**src/rtl/atm_dispense_ctrl_if.sv**
```systemverilog
// atm_dispense_ctrl_if: request/status bundle between the PIN FSM side and the note dispenser sequencer.
//   master: drives req, amount, taken, refill; observes busy, motor, done, err_stock, retracted, stock, state_dbg
//   slave : the dispenser sequencer (atm_dispense_ctrl)
interface atm_dispense_ctrl_if #(
    parameter int NOTE_BITS  = 3,
    parameter int STOCK_BITS = 8
);
    logic                  req;
    logic [NOTE_BITS-1:0]  amount;
    logic                  taken;
    logic                  refill;
    logic                  busy;
    logic                  motor;
    logic                  done;
    logic                  err_stock;
    logic                  retracted;
    logic [STOCK_BITS-1:0] stock;
    logic [2:0]            state_dbg;
    modport master (
        output req, amount, taken, refill,
        input  busy, motor, done, err_stock, retracted, stock, state_dbg
    );
    modport slave (
        input  req, amount, taken, refill,
        output busy, motor, done, err_stock, retracted, stock, state_dbg
    );
endinterface

```
**src/rtl/atm_dispense_ctrl.sv**
```systemverilog
// atm_dispense_ctrl: sequences note dispensing (stock check, motor pulses, present, optional timeout retract).
//   clk_2 : clock, all registers update on its rising edge
//   reset : synchronous active-high reset
//   bus   : atm_dispense_ctrl_if.slave (req/amount/taken/refill in; busy/motor/done/err_stock/retracted/stock/state_dbg out)
//   Macro ATM_RETRACT_EN enables the PRESENT timeout and the RETRACT state; without it PRESENT waits forever.
module atm_dispense_ctrl #(
    parameter int NOTE_BITS   = 3,
    parameter int STOCK_BITS  = 8,
    parameter int STOCK_INIT  = 20,
    parameter int PULSE_CYC   = 2,
    parameter int TIMEOUT_CYC = 8
) (
    input logic clk_2,
    input logic reset,
    atm_dispense_ctrl_if.slave bus
);
    typedef enum logic [2:0] {
        IDLE    = 3'd0,
        CHECK   = 3'd1,
        PULSE   = 3'd2,
        GAP     = 3'd3,
        PRESENT = 3'd4,
        RETRACT = 3'd5
    } state_t;

    // One shared timer serves both the motor pulse and the present timeout.
    localparam int TMR_MAX = (PULSE_CYC > TIMEOUT_CYC) ? PULSE_CYC : TIMEOUT_CYC;
    localparam int TW = $clog2(TMR_MAX + 1);
    localparam logic [TW-1:0] P_LAST = TW'(PULSE_CYC - 1);
`ifdef ATM_RETRACT_EN
    localparam logic [TW-1:0] T_END = TW'(TIMEOUT_CYC);
`endif

    state_t                state_q, state_d;
    logic [NOTE_BITS-1:0]  remaining_q, remaining_d;
    logic [STOCK_BITS-1:0] stock_q, stock_d;
    logic [TW-1:0]         tmr_q, tmr_d;
    logic                  req_q;
    logic                  motor_q, motor_d;
    logic                  busy_q;
    logic                  done_q, done_d;
    logic                  err_q, err_d;
    logic                  ret_q, ret_d;

    always_comb begin
        state_d     = state_q;
        remaining_d = remaining_q;
        stock_d     = stock_q;
        tmr_d       = tmr_q;
        motor_d     = 1'b0;
        done_d      = 1'b0;
        err_d       = 1'b0;
        ret_d       = 1'b0;
        case (state_q)
            IDLE: begin
                if (bus.refill) begin
                    stock_d = STOCK_BITS'(STOCK_INIT);
                end else if (bus.req && !req_q && bus.amount != '0) begin
                    remaining_d = bus.amount;
                    state_d     = CHECK;
                end
            end
            CHECK: begin
                if (STOCK_BITS'(remaining_q) > stock_q) begin
                    err_d   = 1'b1;
                    state_d = IDLE;
                end else begin
                    state_d = PULSE;
                    motor_d = 1'b1;
                    tmr_d   = '0;
                end
            end
            PULSE: begin
                if (tmr_q == P_LAST) begin
                    state_d     = GAP;
                    stock_d     = stock_q - 1'b1;
                    remaining_d = remaining_q - 1'b1;
                end else begin
                    tmr_d   = tmr_q + 1'b1;
                    motor_d = 1'b1;
                end
            end
            GAP: begin
                tmr_d = '0;
                if (remaining_q == '0) begin
                    state_d = PRESENT;
                end else begin
                    state_d = PULSE;
                    motor_d = 1'b1;
                end
            end
            PRESENT: begin
                // taken is checked first so it wins over a coincident timeout
                if (bus.taken) begin
                    done_d  = 1'b1;
                    state_d = IDLE;
                end
`ifdef ATM_RETRACT_EN
                else begin
                    tmr_d = tmr_q + 1'b1;
                    if (tmr_d == T_END) state_d = RETRACT;
                end
`endif
            end
`ifdef ATM_RETRACT_EN
            RETRACT: begin
                ret_d   = 1'b1;
                state_d = IDLE;
            end
`endif
            default: state_d = IDLE;
        endcase
    end

    always_ff @(posedge clk_2) begin
        if (reset) begin
            state_q     <= IDLE;
            remaining_q <= '0;
            stock_q     <= STOCK_BITS'(STOCK_INIT);
            tmr_q       <= '0;
            req_q       <= 1'b0;
            motor_q     <= 1'b0;
            busy_q      <= 1'b0;
            done_q      <= 1'b0;
            err_q       <= 1'b0;
            ret_q       <= 1'b0;
        end else begin
            state_q     <= state_d;
            remaining_q <= remaining_d;
            stock_q     <= stock_d;
            tmr_q       <= tmr_d;
            req_q       <= bus.req;
            motor_q     <= motor_d;
            busy_q      <= (state_d != IDLE);
            done_q      <= done_d;
            err_q       <= err_d;
            ret_q       <= ret_d;
        end
    end

    assign bus.busy      = busy_q;
    assign bus.motor     = motor_q;
    assign bus.done      = done_q;
    assign bus.err_stock = err_q;
    assign bus.retracted = ret_q;
    assign bus.stock     = stock_q;
    assign bus.state_dbg = state_q;
endmodule

```
**src/flat_wrapper.sv**
```systemverilog
// flat-port wrapper written by rule: the top's interface ports become plain ports
module atm_dispense_ctrl_flat 
#(
    parameter int NOTE_BITS   = 3,
    parameter int STOCK_BITS  = 8,
    parameter int STOCK_INIT  = 20,
    parameter int PULSE_CYC   = 2,
    parameter int TIMEOUT_CYC = 8
)
  (clk_2, reset, bus_req, bus_amount, bus_taken, bus_refill, bus_busy, bus_motor, bus_done, bus_err_stock, bus_retracted, bus_stock, bus_state_dbg);
  atm_dispense_ctrl_if #(.NOTE_BITS(NOTE_BITS), .STOCK_BITS(STOCK_BITS)) bus_i ();
  input logic clk_2;
  input logic reset;
  input wire logic [$bits(bus_i.req)-1:0] bus_req;
  input wire logic [$bits(bus_i.amount)-1:0] bus_amount;
  input wire logic [$bits(bus_i.taken)-1:0] bus_taken;
  input wire logic [$bits(bus_i.refill)-1:0] bus_refill;
  output wire logic [$bits(bus_i.busy)-1:0] bus_busy;
  output wire logic [$bits(bus_i.motor)-1:0] bus_motor;
  output wire logic [$bits(bus_i.done)-1:0] bus_done;
  output wire logic [$bits(bus_i.err_stock)-1:0] bus_err_stock;
  output wire logic [$bits(bus_i.retracted)-1:0] bus_retracted;
  output wire logic [$bits(bus_i.stock)-1:0] bus_stock;
  output wire logic [$bits(bus_i.state_dbg)-1:0] bus_state_dbg;
  assign bus_i.req = bus_req;
  assign bus_i.amount = bus_amount;
  assign bus_i.taken = bus_taken;
  assign bus_i.refill = bus_refill;
  assign bus_busy = bus_i.busy;
  assign bus_motor = bus_i.motor;
  assign bus_done = bus_i.done;
  assign bus_err_stock = bus_i.err_stock;
  assign bus_retracted = bus_i.retracted;
  assign bus_stock = bus_i.stock;
  assign bus_state_dbg = bus_i.state_dbg;
  atm_dispense_ctrl #(.NOTE_BITS(NOTE_BITS), .STOCK_BITS(STOCK_BITS), .STOCK_INIT(STOCK_INIT), .PULSE_CYC(PULSE_CYC), .TIMEOUT_CYC(TIMEOUT_CYC)) u_core (.clk_2(clk_2), .reset(reset), .bus(bus_i));
endmodule
```
**config.mk**
```make
export PLATFORM = sky130hd
export DESIGN_NAME = atm_dispense_ctrl_flat
export DESIGN_NICKNAME = d
export VERILOG_FILES = /design/src/rtl/atm_dispense_ctrl_if.sv /design/src/rtl/atm_dispense_ctrl.sv /design/src/flat_wrapper.sv
export SDC_FILE = /design/constraint.sdc
export NUM_CORES = 1
export LEC_CHECK = 0
export BUFFER_PORTS_ARGS = -buffer_cell sky130_fd_sc_hd__buf_2
export CAP_MARGIN = 10
export CORE_MARGIN = 10
export CORE_UTILIZATION = 50
export CTS_BUF_LIST = sky130_fd_sc_hd__clkbuf_4 sky130_fd_sc_hd__clkbuf_8 sky130_fd_sc_hd__clkbuf_16
export CTS_CLUSTER_DIAMETER = 30
export CTS_CLUSTER_SIZE = 28
export DETAILED_ROUTE_END_ITERATION = 6
export GPL_TIMING_DRIVEN = 0
export PLACE_DENSITY = 0.73
export SYNTH_ARGS = -nofsm -noshare
export SYNTH_HDL_FRONTEND = slang
export SYNTH_SLANG_ARGS = --single-unit
export TNS_END_PERCENT = 100
```
**constraint.sdc**
```tcl
create_clock -name clk_2 -period 2.7 [get_ports clk_2]
set_clock_uncertainty 0.1 [all_clocks]
set_input_delay 0.675 -clock clk_2 [delete_from_list [all_inputs] [get_ports clk_2]]
set_output_delay 0.675 -clock clk_2 [all_outputs]
set_load 0.01 [all_outputs]
```
==> key figures <==
Outcome
  – Outcome: completed

Setup path
  – Number of stages on the worst setup path: 4
  – Slowest CP cell: or4_4
  – Largest stage delay, worst path: ~0.57 ns
  – Crit-path leading delay family: compound AO/OA/AOI/OAI gates
  – WS Path Type: reg -> reg
  – Worst path buffer plus inverter count: 0
  – Worst r2r dst: u_core.tmr_q[3]$_SDFFE_PP0P_
  – Worst Setup EP: u_core.tmr_q[3]$_SDFFE_PP0P_
  – Worst r2r src: u_core.bus.stock[3]$_SDFFE_PP0P_
  – WP data required: between 2 and 3 ns
  – R2R cell count: 4
  – Critical Path AT: 2.27 ns
  – R2r setup slk: 0.56 ns
  – CP Capture Type: flip-flop
  – CP cell instances: or4_4, a311o_1, o31a_1, a311oi_1
  – Worst setup path startpoint: u_core.bus.stock[3]$_SDFFE_PP0P_
  – Element type at the critical path start: flip-flop
  – Critical path peak fanout: 7

Placed design
  – Hpwl dp: about 2.3 mm
  – Area after DPL: 1390 um2
  – Placed cells: approximately 200
  – Port Buffers: 22
  – RePlAce Congestion: 0.788
  – Pre-CTS WS: 0.527 ns

Synth
  – Synth unique cells: 41
  – Ranking of synthesized cells by area: dfxtp_1 (37%), ha_1 (8.0%), nor2_1 (7.2%)
  – Synthesized area per cell: just over 8 um2
  – Area leader, netlist: dfxtp_1
  – Synth Register Bits: 23
  – Async set-reset flop share out of synthesis: 0
  – Predominant post-synthesis flop cell: dfxtp_1
  – Syn_nets: 167
  – Mapped Cells: 151
  – Seq/Total Area, Yosys: 0.370
  – Synth warn: 0
  – EDFF count, synth: 0
  – Synth Cell Area: 1240 um2
  – Yosys top cell area share: 0.370

Layout
  – Fill cells: 238
  – Finished Cell Area: 1420 um2
  – Share of cells above drive strength 1: 0.175
  – Synth-to-Final Area Change: 14.3%
  – Final net count: 194
  – # diodes: 0
  – Non-filler instance count after layout: a little over 200

Timing
  – Final worst slack: 0.565 ns
  – Fin crit share: 0.791
  – Slew margin rel.: 0.581
  – Pins Over Slew Limit: 0
  – Top achievable clock speed: 0.468 GHz
  – Aggregate negative setup slack: 0 ns
  – RSZ-0062 raised after global routing: no
  – Worst slew pin tran: around 0.63 ns
  – Minimum clock period: between 2 and 2.5 ns
  – Final Hold Viols: 0
  – Finish-stage setup viols: 0

Route
  – Drt wl/cell: around 14 um
  – DR pass1 iterations: 4
  – DRC viols: 0
  – Drt via density: 5.70
  – Number of vias in the routed layout: roughly 1200
  – Drt total wl: 2.93 mm
  – ANT nets after route: 0
  – Initial DRC Count: 41

Clock network
  – Clock buffer depth: 2
  – CTS tree: built
  – Skew-Pair Late Insertion Delay: between 0.3 and 0.4 ns
  – Number of CTS-inserted buffers: 3
  – Root Driver: clkbuf_4
  – Cts repair resizes: 0
  – Sink Count: 23
  – H-tree levels: 1
  – CTS clk-pin slew, worst paths: approximately 0.13 ns
  – Setup bufs post-CTS: 0
  – CTS Hold Bufs: 0

Run
  – # Max-Cap Violations: 0

Floorplan
  – Die Y: 69.9 um
  – Die width: between 60 and 70 um
  – Std cell rows: 18
  – Die ar.: between 4000 and 5000 um2
  – Initial Utilization: 0.511
  – I/O pins: 24
  – Core footprint: 2430 um2

Power
  – Lkg Pwr: 0.000572 uW
  – Power Density: 448 nW/um2
  – Peak supply drop: roughly 0.31 mV
  – Total Power: between 600 and 700 uW

GRT
  – First-pass GRT wire length: between 5 and 6 mm
  – Total GRT Usage: 0.118
  – GR Overflow Total: 0
  – GRT met1 Usage: 0.138
  – Vias in the first global route: around 1100
  – Grt met2 use: 0.204
  – Initial antenna violation count: 0
  – Met3 Track Usage GR: 0.0297
  – Largest net degree at the start of global routing: 13
  – Layer with the highest usage: met2

Min path
  – HP Class: reg -> reg
==> flip-flops by register name, indices dropped and copies added (netlist names) <==
name and cells:
u_core.bus.err_stock 1, u_core.req_q 1, u_core.bus.done 1, u_core.tmr_q 4, u_core.bus.motor 1, u_core.remaining_q 3, u_core.bus.busy 1, u_core.bus.state_dbg 3
u_core.bus.stock 8
==> kinds of logic (layout without fill, tap and decap cells) <==
family / Yosys count / count (layout) / share of synthesized area
simple gates: 66 / 66 / 0.278
compound gates: 36 / 36 / 0.198
flops: 23 / 23 / 0.370
buf+inv: 13 / 39 / 0.0423
fa+ha+maj: 8 / 8 / 0.0805
xor+xnor: 4 / 4 / 0.0282
other cells: 1 / 1 / 0.00302
==> worst min-delay path by stage <==
stage / startpoint / endpoint / slack [ns] / depth (start not counted)
global placement: u_core.remaining_q[0]$_SDFFE_PP0P_ / u_core.remaining_q[0]$_SDFFE_PP0P_ / 0.37 / 2
global route: u_core.bus.stock[1]$_SDFFE_PP0P_ / u_core.bus.stock[1]$_SDFFE_PP0P_ / 0.43 / 2
finish: u_core.bus.stock[1]$_SDFFE_PP0P_ / u_core.bus.stock[1]$_SDFFE_PP0P_ / 0.40 / 2
floorplan: u_core.remaining_q[0]$_SDFFE_PP0P_ / u_core.remaining_q[0]$_SDFFE_PP0P_ / 0.36 / 2
detailed placement: u_core.bus.stock[1]$_SDFFE_PP0P_ / u_core.bus.stock[1]$_SDFFE_PP0P_ / 0.38 / 2
CTS: u_core.bus.stock[1]$_SDFFE_PP0P_ / u_core.bus.stock[1]$_SDFFE_PP0P_ / 0.40 / 2
==> synth_stat cells, drive strengths merged, types with 2 or more instances <==
| cell | number |
|---|---|
| a211oi | 4 |
| inv | 7 |
| nor2b | 6 |
| nand2 | 8 |
| o21ai | 6 |
| a41oi | 2 |
| nor3b | 3 |
| o21bai | 2 |
| clkbuf | 5 |
| and3 | 2 |
| nor4 | 2 |
| dfxtp | 23 |
| a311oi | 2 |
| nor3 | 3 |
| nand3 | 6 |
| a21oi | 8 |
| nand2b | 2 |
| xnor2 | 2 |
| o211ai | 3 |
| ha | 8 |
| nor2 | 24 |
| or3 | 4 |
| or4 | 2 |
| xor2 | 2 |
==> stage by stage <==
stage	hold slack, ns	utilization
after floorplan	0.358	-
after global placement	0.370	0.572
after detailed placement	0.382	0.572
after CTS	0.399	0.584
after global routing	0.433	0.584
final	0.396	0.584
==> final cells by class <==
type                            count  area (um2)  area share
Inverter                            7        26.3      0.0185
Buffer                              6        26.3      0.0185
Sequential cell                    23         460       0.324
Multi-Input combinational cell    115         731       0.514
Clock buffer                        4        30.0      0.0211
Timing Repair Buffer               22         110      0.0775
Tap cell                           30        37.5      0.0264
==> placed cells by master, fill, tap and decap left out, drive strengths merged, types with 3 or more instances in the layout <==
cell | Yosys | layout
inv | 7 | 7
o211ai | 3 | 3
a211oi | 4 | 4
nor3b | 3 | 3
nand2 | 8 | 8
clkbuf | 5 | 9
a21oi | 8 | 8
nor3 | 3 | 3
or3 | 4 | 4
buf | 1 | 23
nor2b | 6 | 6
dfxtp | 23 | 23
ha | 8 | 8
nand3 | 6 | 6
o21ai | 6 | 6
nor2 | 24 | 24
==> tightest hold or removal path, cell delays in order (launching register included) <==
cell and delay, ns:
dfxtp_1 0.35, nand2_1 0.06, a21oi_1 0.05
==> power breakdown <==
part           switching (uW)  total, uW  internal (uW)
Combinational            62.2        104           42.1
Clock                     105        173           67.8
Sequential               9.12        359            350
==> metal layers <==
layer | share of wire | up-vias
li1 | - | 593
met3 | 0.058 | 4
met5 | 0 | -
met4 | 0.0085 | 0
met2 | 0.49 | 31
met1 | 0.44 | 552
Note: power is estimated with default switching activity, not from simulation.
